$ cat config.mk
export PLATFORM = sky130hd
export DESIGN_NAME = mant_divider
export DESIGN_NICKNAME = d
export VERILOG_FILES = /design/src/rtl/mant_div_pkg.sv /design/src/rtl/mant_divider_div_step.sv /design/src/rtl/mant_divider.sv
export SDC_FILE = /design/constraint.sdc
export NUM_CORES = 1
export LEC_CHECK = 0
export BUFFER_PORTS_ARGS = -buffer_cell sky130_fd_sc_hd__buf_2
export CORE_ASPECT_RATIO = 0.9
export CORE_MARGIN = 2
export CORE_UTILIZATION = 45
export DETAILED_ROUTE_END_ITERATION = 8
export HOLD_SLACK_MARGIN = 0.06
export PLACE_DENSITY = 0.69
export SYNTH_ARGS = -nofsm -noshare
export SYNTH_HDL_FRONTEND = slang
export SYNTH_SLANG_ARGS = --single-unit
$ cat constraint.sdc
create_clock -name clk -period 2.95 [get_ports clk]
set_input_delay 0 -clock clk [delete_from_list [all_inputs] [get_ports clk]]
set_output_delay 0 -clock clk [all_outputs]
set_load 0.01 [all_outputs]
$ cat src/rtl/mant_div_pkg.sv
// Shared types for the mantissa divider: FSM states, default width, result flags.
// Sticky output is present only when MANT_DIV_STICKY_EN is defined.
package mant_div_pkg;

   localparam int MANT_W = 24;

   typedef enum logic [1:0] {
      S_IDLE = 2'd0,
      S_RUN  = 2'd1,
      S_DONE = 2'd2
   } state_e;

   typedef struct packed {
      logic div_zero;
      logic overflow;
   } flags_t;

endpackage

$ cat src/rtl/mant_divider_div_step.sv
// One combinational restoring-division step: shift in the next dividend bit, subtract if it fits.
// Zero latency; no flow control.
module div_step #(
   parameter int WIDTH = 24
) (
   input  logic [WIDTH-1:0] i_p,
   input  logic             i_bit,
   input  logic [WIDTH-1:0] i_divisor,
   output logic [WIDTH-1:0] o_p,
   output logic             o_qbit
);

   logic [WIDTH:0] w_t;

   assign w_t    = {i_p, i_bit};
   assign o_qbit = (w_t >= {1'b0, i_divisor});
   // When the subtract happens the result is below divisor, so the low WIDTH bits are exact.
   assign o_p    = o_qbit ? (w_t[WIDTH-1:0] - i_divisor) : w_t[WIDTH-1:0];

endmodule

$ cat src/rtl/mant_divider.sv
// Radix-2 restoring divider, 2W/W -> W quotient+remainder; WIDTH+1 clocks per op, 1 clock for div-by-zero/overflow.
// Accepts only in IDLE; result held in DONE until out_ready. Sticky output guarded by MANT_DIV_STICKY_EN.
module mant_divider
   import mant_div_pkg::*;
#(
   parameter int WIDTH = MANT_W,
   parameter int CNT_W = 5
) (
   input  logic               clk,
   input  logic               rst_n,
   input  logic               in_valid,
   output logic               in_ready,
   input  logic [2*WIDTH-1:0] dividend,
   input  logic [WIDTH-1:0]   divisor,
   output logic               out_valid,
   input  logic               out_ready,
   output logic [WIDTH-1:0]   quotient,
   output logic [WIDTH-1:0]   remainder,
   output logic               div_zero,
   output logic               overflow
`ifdef MANT_DIV_STICKY_EN
   ,
   output logic               sticky
`endif
);

   state_e           r_state;
   logic [CNT_W-1:0] r_cnt;
   logic [WIDTH-1:0] r_p;
   logic [WIDTH-1:0] r_q;
   logic [WIDTH-1:0] r_divisor;
   logic [WIDTH-1:0] r_quotient;
   logic [WIDTH-1:0] r_remainder;
   flags_t           r_flags;
   logic [WIDTH-1:0] w_p;
   logic             w_qbit;
`ifdef MANT_DIV_STICKY_EN
   logic             r_sticky;
`endif

   div_step #(.WIDTH(WIDTH)) u_step (
      .i_p       (r_p),
      .i_bit     (r_q[WIDTH-1]),
      .i_divisor (r_divisor),
      .o_p       (w_p),
      .o_qbit    (w_qbit)
   );

   always_ff @(posedge clk or negedge rst_n) begin
      if (!rst_n) begin
         r_state     <= S_IDLE;
         r_cnt       <= '0;
         r_p         <= '0;
         r_q         <= '0;
         r_divisor   <= '0;
         r_quotient  <= '0;
         r_remainder <= '0;
         r_flags     <= '0;
`ifdef MANT_DIV_STICKY_EN
         r_sticky    <= 1'b0;
`endif
      end else begin
         case (r_state)
            S_IDLE: begin
               if (in_valid) begin
                  r_flags <= '0;
`ifdef MANT_DIV_STICKY_EN
                  r_sticky <= 1'b0;
`endif
                  if (divisor == '0) begin
                     r_state          <= S_DONE;
                     r_flags.div_zero <= 1'b1;
                     r_quotient       <= '1;
                     r_remainder      <= dividend[WIDTH-1:0];
                  end else if (dividend[2*WIDTH-1:WIDTH] >= divisor) begin
                     r_state          <= S_DONE;
                     r_flags.overflow <= 1'b1;
                     r_quotient       <= '1;
                     r_remainder      <= '0;
                  end else begin
                     r_state   <= S_RUN;
                     r_p       <= dividend[2*WIDTH-1:WIDTH];
                     r_q       <= dividend[WIDTH-1:0];
                     r_divisor <= divisor;
                     r_cnt     <= CNT_W'(WIDTH);
                  end
               end
            end
            S_RUN: begin
               // Extra cycle at cnt==0 registers the result, giving WIDTH+1 clocks total.
               if (r_cnt != '0) begin
                  r_p   <= w_p;
                  r_q   <= {r_q[WIDTH-2:0], w_qbit};
                  r_cnt <= r_cnt - CNT_W'(1);
               end else begin
                  r_state     <= S_DONE;
                  r_quotient  <= r_q;
                  r_remainder <= r_p;
`ifdef MANT_DIV_STICKY_EN
                  r_sticky    <= |r_p;
`endif
               end
            end
            S_DONE: begin
               if (out_ready) r_state <= S_IDLE;
            end
            default: r_state <= S_IDLE;
         endcase
      end
   end

   assign in_ready  = (r_state == S_IDLE);
   assign out_valid = (r_state == S_DONE);
   assign quotient  = r_quotient;
   assign remainder = r_remainder;
   assign div_zero  = r_flags.div_zero;
   assign overflow  = r_flags.overflow;
`ifdef MANT_DIV_STICKY_EN
   assign sticky    = r_sticky;
`endif

endmodule

# == Word-level counts from Yosys, hierarchy flattened ==
# Cells that the tools add are included.
# word_totals
reg_bits,129
inputBits,76
output_inout_bits,52
elab_cells,68
# op_classes
addsub,2
order_cmp,2
eq_ne,9
mux,35
n_bitwise,2
n_reduce_logical,9
# op_table
op,n
2-to-1 mux 24 bit,17
case mux 24 bit (2 select lines),4
>= comparator 25 x 24 -> 1 bit,1
>= comparator 24 bit,1
zero test 24 bit,1
subtractor 24 bit,1
2-to-1 mux 5 bit,4
2-to-1 mux 2 bit,5
"!= test 2 bit, second input constant",5
case mux 5 bit (2 select lines),1
AND reduction 4 bit,2
case mux 2 bit (3 select lines),1
AND reduction 5 bit,1
nonzero test 5 bit,1
"subtractor 5 x 1 -> 5 bit, second input constant",1
2-to-1 mux 1 bit,3
"!= test 3 x 1 -> 1 bit, second input constant",1
AND reduction 3 bit,1
"equality test 2 x 1 -> 1 bit, second input constant",1
"equality test 2 bit, second input constant",1
zero test 2 bit,1
"!= test 2 x 1 -> 1 bit, second input constant",1
NOT 1 bit,2
AND reduction 2 bit,1
nonzero test 2 bit,1

# == Logic depth before layout (Yosys ltp) ==
# Gate-level depths: netlist (run 1).
# depth
ltp_word,5
ltp_mapped,13
depth_no_buf,12

# == Hierarchy ==
# A second synthesis (run 1) with hierarchy kept.
# unflattened
cells_unflattened,1109
area_unflattened_um2,9805.7
# by_module_without_submodules
mod,n_inst,cells_each,area_per_inst_um2,seq_area_each_um2
mant_divider,1,886,8114.0,3228.1
div_step,1,223,1691.6,0.0

# == Worst setup path after synthesis (run 1) ==
# Ideal clock, no wire load.
# synth_path
path_kind,register to register
start,reg r_p[2]
end,reg r_q[0]
setup_time_ns,0.125
t_arrival_ns,2.663
required_time_ns,2.825
setup_slack_ns,0.162
stages_incl_launch_ff,12
n_path_buf,2
synth_period_minus_slack_ns,2.788
path_cell_list,dfrtp_1 ha_1 a21o_1 a21oi_2 a311oi_2 a211oi_4 o41ai_4 a2111oi_4 buf_6 buf_6 o21ai_0 mux2_2
# synth_via
elab_chain_cells,3
# synth_lines
item,line,source
start: declaration,mant_divider.sv:29,logic [WIDTH-1:0] r_p;
start signal: assignment,mant_divider.sv:82,r_p <= dividend[2*WIDTH-1:WIDTH];
start signal: assignment,mant_divider.sv:92,r_p <= w_p;
>= comparator 25 x 24 -> 1 bit,mant_divider_div_step.sv:16,"assign o_qbit = (w_t >= {1'b0, i_divisor});"
2-to-1 mux 24 bit,mant_divider.sv:91,if (r_cnt != '0) begin
case mux 24 bit (2 select lines),mant_divider.sv:63,case (r_state)
end signal: assignment,mant_divider.sv:83,r_q <= dividend[WIDTH-1:0];
end signal: assignment,mant_divider.sv:93,"r_q <= {r_q[WIDTH-2:0], w_qbit};"
end: declaration,mant_divider.sv:30,logic [WIDTH-1:0] r_q;
# Every way passes these cells. The select of a mux whose other input is x is not followed.
# A chain may end at the register's enable or synchronous reset.

# == Worst setup path in the final report (run 1) ==
# layout_path
start,reg r_p[2]
end,reg r_p[4]
# layout_via
elab_chain_cells,4
elab_cells_between_ends,5
classes_between,add/sub (1); order compare (1); mux (3)
# layout_lines
item,line,source
subtractor 24 bit / >= comparator 25 x 24 -> 1 bit (equally long branches),"mant_divider_div_step.sv:18, mant_divider_div_step.sv:16",
2-to-1 mux 24 bit (*),mant_divider_div_step.sv:18,assign o_p = o_qbit ? (w_t[WIDTH-1:0] - i_divisor) : w_t[WIDTH-1:0];
2-to-1 mux 24 bit (*),mant_divider.sv:91,
case mux 24 bit (2 select lines) (*),mant_divider.sv:63,
# Every way passes the cells marked *; elsewhere a longest branch is shown, timed or not. The select of a mux whose other input is x is not followed.

==> results by group, run 1 <==
Route
  – Highest routed layer: met4
  – Via count of the routed design: 7503
  – WL/cell: 17.1 um
  – Met2 wire len: 10300 um
  – Post-Route WL: 23300 um
  – TritonRoute pass-1 iters: 5
  – Routed vias/inst: 5.51
  – Post-route ant nets: 0
  – Metal3 WL: 1750 um
  – DRT iter0 DRCs: 718
  – Wire length on met1: 10900 um
  – Post-route DRC: 0

Worst setup path
  – Critical Path Source Type: register
  – R2R cell count: 12
  – Worst r2r src: r_p[2]
  – FF-to-FF setup slack: -40 ps
  – CP Max Fanout: 12
  – R2R Path End: r_p[4]
  – Crit. End Element: register
  – Worst EP required: 3240 ps
  – Crit path kind: register to register
  – WP data arrival: 3280 ps

Synthesis
  – Synth unique cells: 65
  – Post-Synth Simple-Gate Area: 0.168
  – Synth area leaders: dfrtp_1 (42%), ha_1 (8.1%), nand2_1 (6.6%)
  – Post-synth top area share: 0.421
  – Ys Warns: 0
  – Most frequent cell after synthesis: nand2_1
  – Post-synthesis async set-or-reset flop share: 1.00
  – Synth Area in Adders: 0.0841
  – Post-synthesis mux area share: 0.00945
  – Post-synth top cells: nand2_1 (135), dfrtp_1 (129), o21ai_0 (92)
  – Synth Area in Compound Gates: 0.230
  – Largest family of logic cells by synthesized area: compound AO/OA/AOI/OAI gates
  – Synth Instances: 912
  – Register bit total from synthesis: 129
  – Register area share after synthesis: 0.421
  – Synth Net Count: 1039
  – Netlist Area Pre-Place: 7680 um^2
  – Main synth FF type: dfrtp_1
  – Post-synth EDFFs: 0
  – Avg Cell Area, Syn: 8.42 um^2
  – XOR/XNOR Fraction of Synth Area: 0.0194
  – Largest area contributor in the netlist: dfrtp_1

Floorplan
  – Chip height: 128 um
  – Num ports: 128
  – Die W: 142 um
  – # rows: 45
  – Starting Density: 0.457
  – Core area: 16800 um^2
  – Die footprint: 18100 um^2

CTS
  – Number of buffers created by CTS: 17
  – Sink Count: 129
  – Longest Clk Path Bufs: 2
  – Max H-tree Level: 4
  – Skew-Pair Late Insertion Delay: 430 ps
  – Clock slew at reported path FFs: 60 ps
  – Clock root buffer: clkbuf_16
  – CTS tree: yes

Placed design
  – Placed wire-length estimate: 15500 um
  – DP Worst Slack: -18.3 ps
  – Placement Cell Area: 8750 um^2
  – Port Buf Inserts: 127
  – Placer Congestion: 0.931

Timing
  – Final period util: 1.01
  – Final Hold Viols: 0
  – RSZ-0062 raised after global routing: true
  – Max Clock Skew: 9.59 ps
  – Least-Margin Pin Slew: 642 ps
  – Crit path time final: 2990 ps
  – Max_slew headroom: 0.572
  – Fmax: 0.335 GHz
  – PnR worst setup slack: -35.5 ps
  – Final setup viols: 1
  – Max-slew violations: 0

Cells and area
  – Util after Layout: 0.622
  – Sequential cell area: 3230 um^2
  – Layout cells sized above 1: 0.228
  – Synth-to-Final Area Change: 36.0%
  – Antenna diodes: 0
  – Final net count: 1265
  – Fillers: 1398
  – Multi-input logic area: 4120 um^2
  – Finished Cell Area: 10400 um^2

Global routing
  – Number of global-route vias before repair: 7082
  – GRT Total Usage: 0.253
  – Pin count of the biggest net entering global routing: 69
  – Gr ovfl total: 0
  – Global-route wire length before repair: 35800 um
  – Initial antenna violation count: 0

Pwr
  – Total power: 13.2 mW
  – Lkg Pwr: 4.95 nW
  – VDD IR max: 0.000582 V
  – PwrDens: 1260 nW/um^2

Job
  – Max-cap viol count: 0

Status
  – Status: finished, violations left
  – Violations in the final reports: negative setup slack

Min path
  – Hold WC Path Type: primary input to async pin
==> power breakdown <==
group / switching, mW / internal (mW)
Sequential: 0.675 / 2.58
Clock: 0.805 / 1.35
Combinational: 4.30 / 3.45
Total: 5.78 / 7.38
==> worst max-delay path, stage by stage (launching register included) <==
cell and delay, ps:
dfrtp_1 410, ha_4 270, a21o_1 200, a21oi_4 180, a311oi_4 130, a211oi_4 330, o41ai_4 130, a2111oi_4 440
buf_4 210, buf_12 140, a211oi_1 50, a211oi_1 250, o21ai_1 110
==> cell usage in the layout, fill, tap and decap left out, drive strengths merged, types with 7 or more instances in the layout <==
master,Yosys,layout
o21a,8,8
nand2b,7,7
o21ai,99,99
a211oi,14,14
clkinv,0,8
nor2,78,78
and3,8,8
xor2,7,7
inv,81,82
dfrtp,129,129
xnor2,10,10
nand2,135,135
ha,50,50
clkbuf,28,21
dlygate4sd3,0,75
buf,20,178
a31oi,28,28
nand3,7,7
a21o,11,11
a21oi,92,92
nor3,33,33
==> cells by family (layout without fill, tap and decap cells) <==
group | after synthesis | after routing
adder cells (fa/ha/maj) | 51 | 51
multiplexers | 7 | 7
buffers and inverters | 129 | 368
AO/OA/AOI/OAI | 282 | 282
flip-flops | 129 | 129
AND/OR/NAND/NOR | 297 | 297
XOR/XNOR | 17 | 17
==> sequential cells by signal, summed over array words and instances, names as in the netlist <==
name and cells:
r_q 24, r_state 2, r_p 24, r_divisor 24
div_zero 1, r_cnt 5, remainder 24, quotient 24
overflow 1
==> stage by stage <==
| stage | hold slack (ps) | cells | TNS, ps |
|---|---|---|---|
| after floorplan | -296 | 912 | 0 |
| after global placement | 63.5 | 1241 | 0 |
| after detailed placement | 64.5 | 1241 | -22.3 |
| after CTS | 165 | 1350 | 0 |
| after global routing | 219 | 1362 | -706 |
| final | 154 | 1362 | -35.5 |
==> final cells by class <==
cell class,count,area share
tap,211,0.0253
clock buffer,19,0.0424
multi-input combinational,654,0.395
sequential,129,0.309
timing repair buffer,255,0.183
clock inverter,13,0.0155
inverter,81,0.0291
==> how the worst max path moves through the flow <==
stage	from	end	cells past startpoint
3_3_place_gp	r_p[12]	r_p[2]	11
3_5_place_dp	r_p[4]	r_p[2]	11
2_1_floorplan	r_p[2]	r_q[0]	11
5_1_grt	r_divisor[10]	r_p[4]	13
6_report	r_p[2]	r_p[4]	12
4_1_cts	r_divisor[3]	r_p[10]	11
==> layer usage <==
metal	global-route usage	vias up
met3	0.0433	43
met4	0.0718	0
met5	0	-
met1	0.373	3497
li1	-	3625
met2	0.384	338
==> what timing repair did <==
item | CTS | global route
resized for setup | 3 | 39
pin swaps | 3 | 13
setup buffers | 1 | 10
endpoints found under the setup margin | 16 | 32
gates cloned | 1 | 2
hold buffers | 75 | 0
endpoints found under the hold margin | 141 | 0
(Power assumes the default switching activity.)
==> run 2, diff against run 1 <==
- ABC_AREA: not set -> 1
- PLACE_DENSITY: 0.69 -> 0.68
==> run 2 against run 1 <==
The run now ends clean. Maximum frequency is 15% higher. Global-route usage is 1.8 points higher. Register-to-register slack better by 450 ps. Clock skew is 3.4 ps lower. Worst hold slack worse by 33 ps. Utilization is 5.2 points lower. Final cell count is 34% higher. Non-clock buffer count is 38 lower. Worst setup slack better by 390 ps. Largest power group unchanged. Die area is 17% higher. Critical endpoint is now remainder[14].
==> results by group, run 2 <==
CTS
  – Clock slew at reported path FFs: 60 ps (about the same)
  – Post-CTS sizing: 0 (-3)
  – Clock root buffer: clkbuf_16
  – Number of buffers created by CTS: 17 (unchanged)
  – Max H-tree Level: 4 (unchanged)
  – Longest Clk Path Bufs: 2 (unchanged)
  – Sink Count: 129 (unchanged)
  – Skew-Pair Late Insertion Delay: 430 ps (about the same)
  – Post-CTS Setup Inserts: 0 (-1)
  – CTS tree: yes
  – Hold buffers post-CTS: 75 (unchanged)

Timing
  – Crit path time final: 2590 ps (-393 ps)
  – Post-Route Setup TNS: 0 ps (+35.5 ps)
  – Max-slew violations: 0 (unchanged)
  – Final setup viols: 0 (-1)
  – Final Hold Viols: 0 (unchanged)
  – Max Clock Skew: 6.17 ps (-3.42 ps)
  – Fmax: 0.386 GHz (+15%)
  – Final period util: 0.879 (-0.133)
  – Max_slew headroom: 0.564 (-0.00823)
  – Least-Margin Pin Slew: 653 ps (+11.4 ps)
  – RSZ-0062 raised after global routing: false

Global routing
  – Initial antenna violation count: 0 (unchanged)
  – Global-route wire length before repair: 46000 um (+29%)
  – GRT Total Usage: 0.271 (+0.0180)
  – Pin count of the biggest net entering global routing: 102 (+48%)
  – Number of global-route vias before repair: 8906 (+26%)
  – Gr ovfl total: 0 (unchanged)

Floorplan
  – Core area: 19800 um^2 (+18%)
  – Die footprint: 21200 um^2 (+17%)
  – Starting Density: 0.456 (-0.00175)
  – Die W: 153 um (+8.2%)
  – # rows: 49 (+8.9%)
  – Num ports: 128 (unchanged)
  – Chip height: 138 um (+8.2%)

Synthesis
  – Synth Instances: 1375 (+51%)
  – Ys Warns: 0 (unchanged)
  – Netlist Area Pre-Place: 9020 um^2 (+18%)
  – Main synth FF type: dfrtp_1
  – Register area share after synthesis: 0.358 (-0.0629)
  – Register bit total from synthesis: 129 (unchanged)
  – Post-synth EDFFs: 0 (unchanged)
  – Post-synth top cells: nand2_1 (515), inv_1 (222), dfrtp_1 (129)
  – Synth unique cells: 33 (-49%)
  – Largest area contributor in the netlist: dfrtp_1
  – Synth area leaders: dfrtp_1 (36%), nand2_1 (21%), inv_1 (9.2%)
  – Post-synth top area share: 0.358 (-0.0629)
  – Synth Net Count: 1502 (+45%)
  – Most frequent cell after synthesis: nand2_1
  – Post-synthesis async set-or-reset flop share: 1.00 (unchanged)
  – Avg Cell Area, Syn: 6.56 um^2 (-22%)

Cells and area
  – Final net count: 1681 (+33%)
  – Fillers: 1937 (+39%)
  – Most frequent cells in the layout: nand2_1 (514), inv_1 (222), dfrtp_1 (129)
  – Synth-to-Final Area Change: 25.1%
  – Layout cells sized above 1: 0.123 (-0.104)
  – Final Non-Filler Cells: 1822 (+34%)
  – Antenna diodes: 0 (unchanged)
  – Most common cell after layout, fill and taps aside: nand2_1

Route
  – Wire length on met1: 12500 um (+15%)
  – Highest routed layer: met4
  – Post-route DRC: 0 (unchanged)
  – Via count of the routed design: 9371 (+25%)
  – DRT iter0 DRCs: 779 (+8.5%)
  – Post-route ant nets: 0 (unchanged)
  – TritonRoute pass-1 iters: 5 (unchanged)
  – Post-Route WL: 28200 um (+21%)
  – Met2 wire len: 13300 um (+29%)
  – Metal3 WL: 1660 um (-5.3%)
  – WL/cell: 15.5 um (-9.3%)
  – Routed vias/inst: 5.14 (-6.6%)

Worst setup path
  – Ordered list of cells on the worst path: dlygate4sd3_1 > buf_2 > inv_1 > ha_1 > a21oi_1 > nand2_1 > a21oi_1 > and2_1 > nand2_1 > inv_2 > nand3_2 > nand2_2 > buf_12 > nand2_1 > nand2_1
  – WP data arrival: 2960 ps (-320 ps)
  – Crit-path slowest cell: dlygate4sd3_1
  – Critical Path Source Type: primary input
  – CP Max Fanout: 48 (+36)
  – FF-to-FF setup slack: 410 ps (+450 ps)
  – Crit path kind: primary input to register
  – Worst EP required: 3310 ps (+70 ps)
  – Worst r2r src: r_p[6]
  – Setup crit start: divisor[23]
  – Bufs and invs on worst path: 5 (+3)
  – Worst path max stage delay: 520 ps (+80 ps)
  – R2R Path End: r_p[10]
  – R2R cell count: 13 (+1)
  – Crit. End Element: register
  – Top delay family on crit path: simple AND/OR/NAND/NOR gates
  – Cell mode on critical path: nand2_1

Placed design
  – Placed Instances: 1715 (+38%)
  – Placer Congestion: 0.980 (+5.2%)
  – Port Buf Inserts: 127 (unchanged)
  – Placed wire-length estimate: 20200 um (+30%)

Pwr
  – Switch Pwr: 6.78 mW (+17%)
  – Switching part of the total: 0.498 (+0.0592)
  – VDD IR max: 0.000519 V (-11%)
  – Sequential share of power: 0.236 (-0.012)
  – Lkg Pwr: 6.43 nW (+30%)
  – Internal Power: 6.83 mW (-7.5%)
  – Logic gate share of total power: 0.586 (-0.003)
  – Clock share of power: 0.178 (+0.014)
  – PwrDens: 1210 nW/um^2 (-4.3%)
  – Total power: 13.6 mW (+3.4%)

Min path
  – Hold WC Path Type: primary input to async pin

Status
  – Status: complete, no violations

Job
  – Max-cap viol count: 0 (unchanged)
run 2: worst max-delay path by stage:
stage	end	slack, ps	cells after the start
finish	remainder[14]	360	15
global route	remainder[14]	70	17
CTS	quotient[2]	390	15
detailed placement	r_p[1]	500	13
global placement	r_p[20]	490	13
floorplan	r_p[14]	1050	13
run 2: through the flow:
stage | hold slack, ps | instance area, um^2 | util | worst slack [ps]
5_1_grt | 192 | 11300 | 0.570 | 72.7
6_report | 120 | 11300 | 0.570 | 358
3_3_place_gp | 51.6 | 9880 | 0.499 | 492
2_1_floorplan | -296 | 9020 | - | 1050
3_5_place_dp | 49.0 | 9880 | 0.499 | 503
4_1_cts | 139 | 11300 | 0.570 | 392
run 2: final cells by class:
type / instances / area [um^2] / share of cell area
clock buffer: 20 / 457 / 0.0405
tap: 255 / 319 / 0.0283
sequential: 129 / 3230 / 0.286
inverter: 226 / 848 / 0.0752
timing repair buffer: 217 / 1580 / 0.140
clock inverter: 12 / 201 / 0.0178
multi-input combinational: 963 / 4660 / 0.413
run 2: power groups by stage:
| stage | Combinational [mW] | Sequential (mW) | Clock [mW] |
|---|---|---|---|
| floorplan | 5.56 | 3.24 | 0 |
| global placement | 7.64 | 3.21 | 0 |
| detailed placement | 7.75 | 3.21 | 0 |
| CTS | 7.88 | 3.20 | 2.44 |
| global route | 9.00 | 3.31 | 2.50 |
| finish | 7.98 | 3.21 | 2.42 |
run 2: cell families (layout without fill, tap and decap cells):
family	count (synthesis)	in the layout	share of synthesized area
adder cells (fa/ha/maj)	51	51	0.0715
XOR/XNOR	12	12	0.0116
AND/OR/NAND/NOR	775	775	0.357
AO/OA/AOI/OAI	125	125	0.0743
flip-flops	129	129	0.358
buffers and inverters	283	475	0.128
run 2: layer usage:
layer | track usage | vias to the layer above
met5 | 0 | -
met4 | 0.0853 | 0
met3 | 0.0483 | 51
met2 | 0.442 | 334
met1 | 0.368 | 4347
li1 | - | 4639
run 2: worst reg2reg max path, stage by stage (launching register included):
cell and delay (ps):
dfrtp_1 410, ha_1 370, nand2_1 140, inv_1 50
nand2_1 70, nand2_1 80, inv_1 60, nand3_1 180
nand2_2 260, nand3_4 340, nand3_1 240, nand3_1 100
nand2_1 70, nand2_1 50
==> run 3, diff against run 2 <==
==> constraint.sdc (replaced) <==
create_clock -name clk -period 2.95 [get_ports clk]
set_input_delay 0.59 -clock clk [delete_from_list [all_inputs] [get_ports clk]]
set_output_delay 0.59 -clock clk [all_outputs]
set_load 0.01 [all_outputs]
==> run 3 against run 2 <==
Wire length fell by 2.7%. Largest power group unchanged. Worst setup slack improved by 110 ps. Critical path type unchanged. Worst hold slack got worse by 54 ps. Largest cell class unchanged.
==> results by group, run 3 (synthesized netlist as in run 2, its figures left out) <==
Min path
  – Hold WC Path Type: primary input to async pin

Floorplan
  – Die footprint: 21200 um^2 (unchanged)
  – Chip height: 138 um (unchanged)
  – Die W: 153 um (unchanged)
  – Core area: 19800 um^2 (unchanged)
  – # rows: 49 (unchanged)
  – Starting Density: 0.456 (unchanged)
  – Num ports: 128 (unchanged)

Worst setup path
  – Worst EP required: 3310 ps (about the same)
  – Top delay family on crit path: simple AND/OR/NAND/NOR gates
  – CP Max Fanout: 34 (-29%)
  – Bufs and invs on worst path: 3 (-2)
  – Crit-path slowest cell: inv_2
  – Cell mode on critical path: nand2_1
  – Crit path kind: primary input to register
  – Worst path max stage delay: 510 ps (about the same)
  – WP data arrival: 2840 ps (-120 ps)
  – Critical Path Source Type: primary input
  – Crit. End Element: register
  – Ordered list of cells on the worst path: buf_2 > inv_1 > ha_1 > nand2_1 > nand2_1 > nand3_1 > nand2_1 > a21oi_1 > nand4_1 > nand2_1 > nand2_2 > inv_2 > nand3_1 > nand2_1

Cells and area
  – Most common cell after layout, fill and taps aside: nand2_1
  – Finished Cell Area: 10500 um^2 (-6.6%)
  – Final Non-Filler Cells: 1755 (-3.7%)
  – Antenna diodes: 0 (unchanged)
  – Layout cells sized above 1: 0.135 (+0.0115)
  – Final net count: 1614 (-4.0%)
  – Fillers: 2018 (+4.2%)
  – Synth-to-Final Area Change: 16.9%
  – Util after Layout: 0.533 (-0.0373)
  – Most frequent cells in the layout: nand2_1 (514), inv_1 (222), dfrtp_1 (129)

Placed design
  – DP Worst Slack: 94.7 ps (-409 ps)
  – Placement Cell Area: 9920 um^2 (+0.48%)
  – Placed Instances: 1723 (+0.47%)
  – Placed wire-length estimate: 20400 um (+1.4%)
  – Placer Congestion: 0.992 (+1.2%)
  – Port Buf Inserts: 127 (unchanged)

CTS
  – Clock slew at reported path FFs: 60 ps (about the same)
  – Sink Count: 129 (unchanged)
  – Longest Clk Path Bufs: 2 (unchanged)
  – Skew-Pair Late Insertion Delay: 430 ps (about the same)
  – Post-CTS sizing: 0 (unchanged)
  – Hold buffers post-CTS: 0 (-100%)
  – Max H-tree Level: 4 (unchanged)
  – Clock root buffer: clkbuf_16
  – Post-CTS Setup Inserts: 0 (unchanged)
  – CTS tree: yes
  – Number of buffers created by CTS: 17 (unchanged)

Global routing
  – Most Crowded Layer GR: met2
  – Initial antenna violation count: 0 (unchanged)
  – Met3 usage: 0.0408 (-0.00752)
  – Met1 usage: 0.365 (-0.00272)
  – Met2 Track Usage GR: 0.417 (-0.0251)
  – GRT Total Usage: 0.265 (-0.00555)
  – Number of global-route vias before repair: 8633 (-3.1%)
  – Global-route wire length before repair: 45100 um (-2.1%)
  – Pin count of the biggest net entering global routing: 91 (-11%)
  – Gr ovfl total: 0 (unchanged)

Timing
  – PnR worst setup slack: 468 ps (+110 ps)
  – Max_slew headroom: 0.514 (-0.0504)
  – Post-Route Setup TNS: 0 ps (unchanged)
  – Least-Margin Pin Slew: 730 ps (+76.6 ps)
  – Final setup viols: 0 (unchanged)
  – Max Clock Skew: 12.0 ps (+5.86 ps)
  – RSZ-0062 raised after global routing: false
  – Hold slack: 66.6 ps (-53.6 ps)
  – Final period util: 0.841 (-0.0373)
  – Final Hold Viols: 0 (unchanged)
  – Fmax: 0.403 GHz (+4.4%)
  – Max-slew violations: 0 (unchanged)
  – Crit path time final: 2480 ps (-110 ps)

Pwr
  – PwrDens: 1280 nW/um^2 (+5.8%)
  – Lkg Pwr: 6.13 nW (-4.7%)
  – Total power: 13.5 mW (-1.1%)
  – VDD IR max: 0.000586 V (+13%)

Job
  – Max-cap viol count: 0 (unchanged)

Status
  – Status: complete, no violations

Route
  – WL/cell: 15.7 um (+1.1%)
  – Post-Route WL: 27500 um (-2.7%)
  – Post-route ant nets: 0 (unchanged)
  – Via count of the routed design: 8990 (-4.1%)
  – Post-route DRC: 0 (unchanged)
  – DRT iter0 DRCs: 711 (-8.7%)
  – Routed vias/inst: 5.12 (-0.40%)
  – TritonRoute pass-1 iters: 5 (unchanged)
run 3: changes by cell type in the layout (fill, tap and decap cells not counted), sizes merged:
cell,before,now
inv,228,233
clkinv,3,2
bufinv,5,3
clkinvlp,2,3
dlygate4sd3,75,0
clkbuf,20,17
buf,142,150
run 3: layout make-up:
class / count / area [um^2] / area share
sequential: 129 / 3230 / 0.306
clock buffer: 17 / 425 / 0.0403
timing repair buffer: 150 / 873 / 0.0828
tap: 255 / 319 / 0.0303
clock inverter: 15 / 196 / 0.0186
multi-input combinational: 963 / 4660 / 0.441
inverter: 226 / 848 / 0.0804
run 3: final timing paths:
| check | startpoint | endpoint | slack, ps | cells after the start |
|---|---|---|---|---|
| max reg2reg | r_divisor[11] | r_p[5] | 540 | 13 |
| min in group clk | divisor[23] | r_divisor[23] | 460 | 3 |
| max in group asynchronous | rst_n | r_p[14] | 2100 | 2 |
| min | rst_n | r_q[7] | 70 | 1 |
| max | divisor[21] | r_p[1] | 470 | 14 |
| min reg2reg | remainder[6] | remainder[6] | 460 | 2 |
run 3: routing by layer:
metal	wire (um)	share of wire
met2	12400	0.45
met3	1510	0.055
met5	0	0
met1	12500	0.46
met4	1040	0.038
run 3: worst reg2reg max path, delay by kind of cell (launching register included):
kind          cells  cell delay (ps)
fa+ha+maj         1              370
buf+inv           3              390
flops             1              350
simple gates      9             1230
run 3: power breakdown:
| group | leakage, nW | internal [mW] | switching, mW |
|---|---|---|---|
| Clock | 0.295 | 1.36 | 0.940 |
| Sequential | 1.61 | 2.64 | 0.570 |
| Combinational | 4.22 | 2.64 | 5.31 |
| Total | 6.13 | 6.64 | 6.82 |
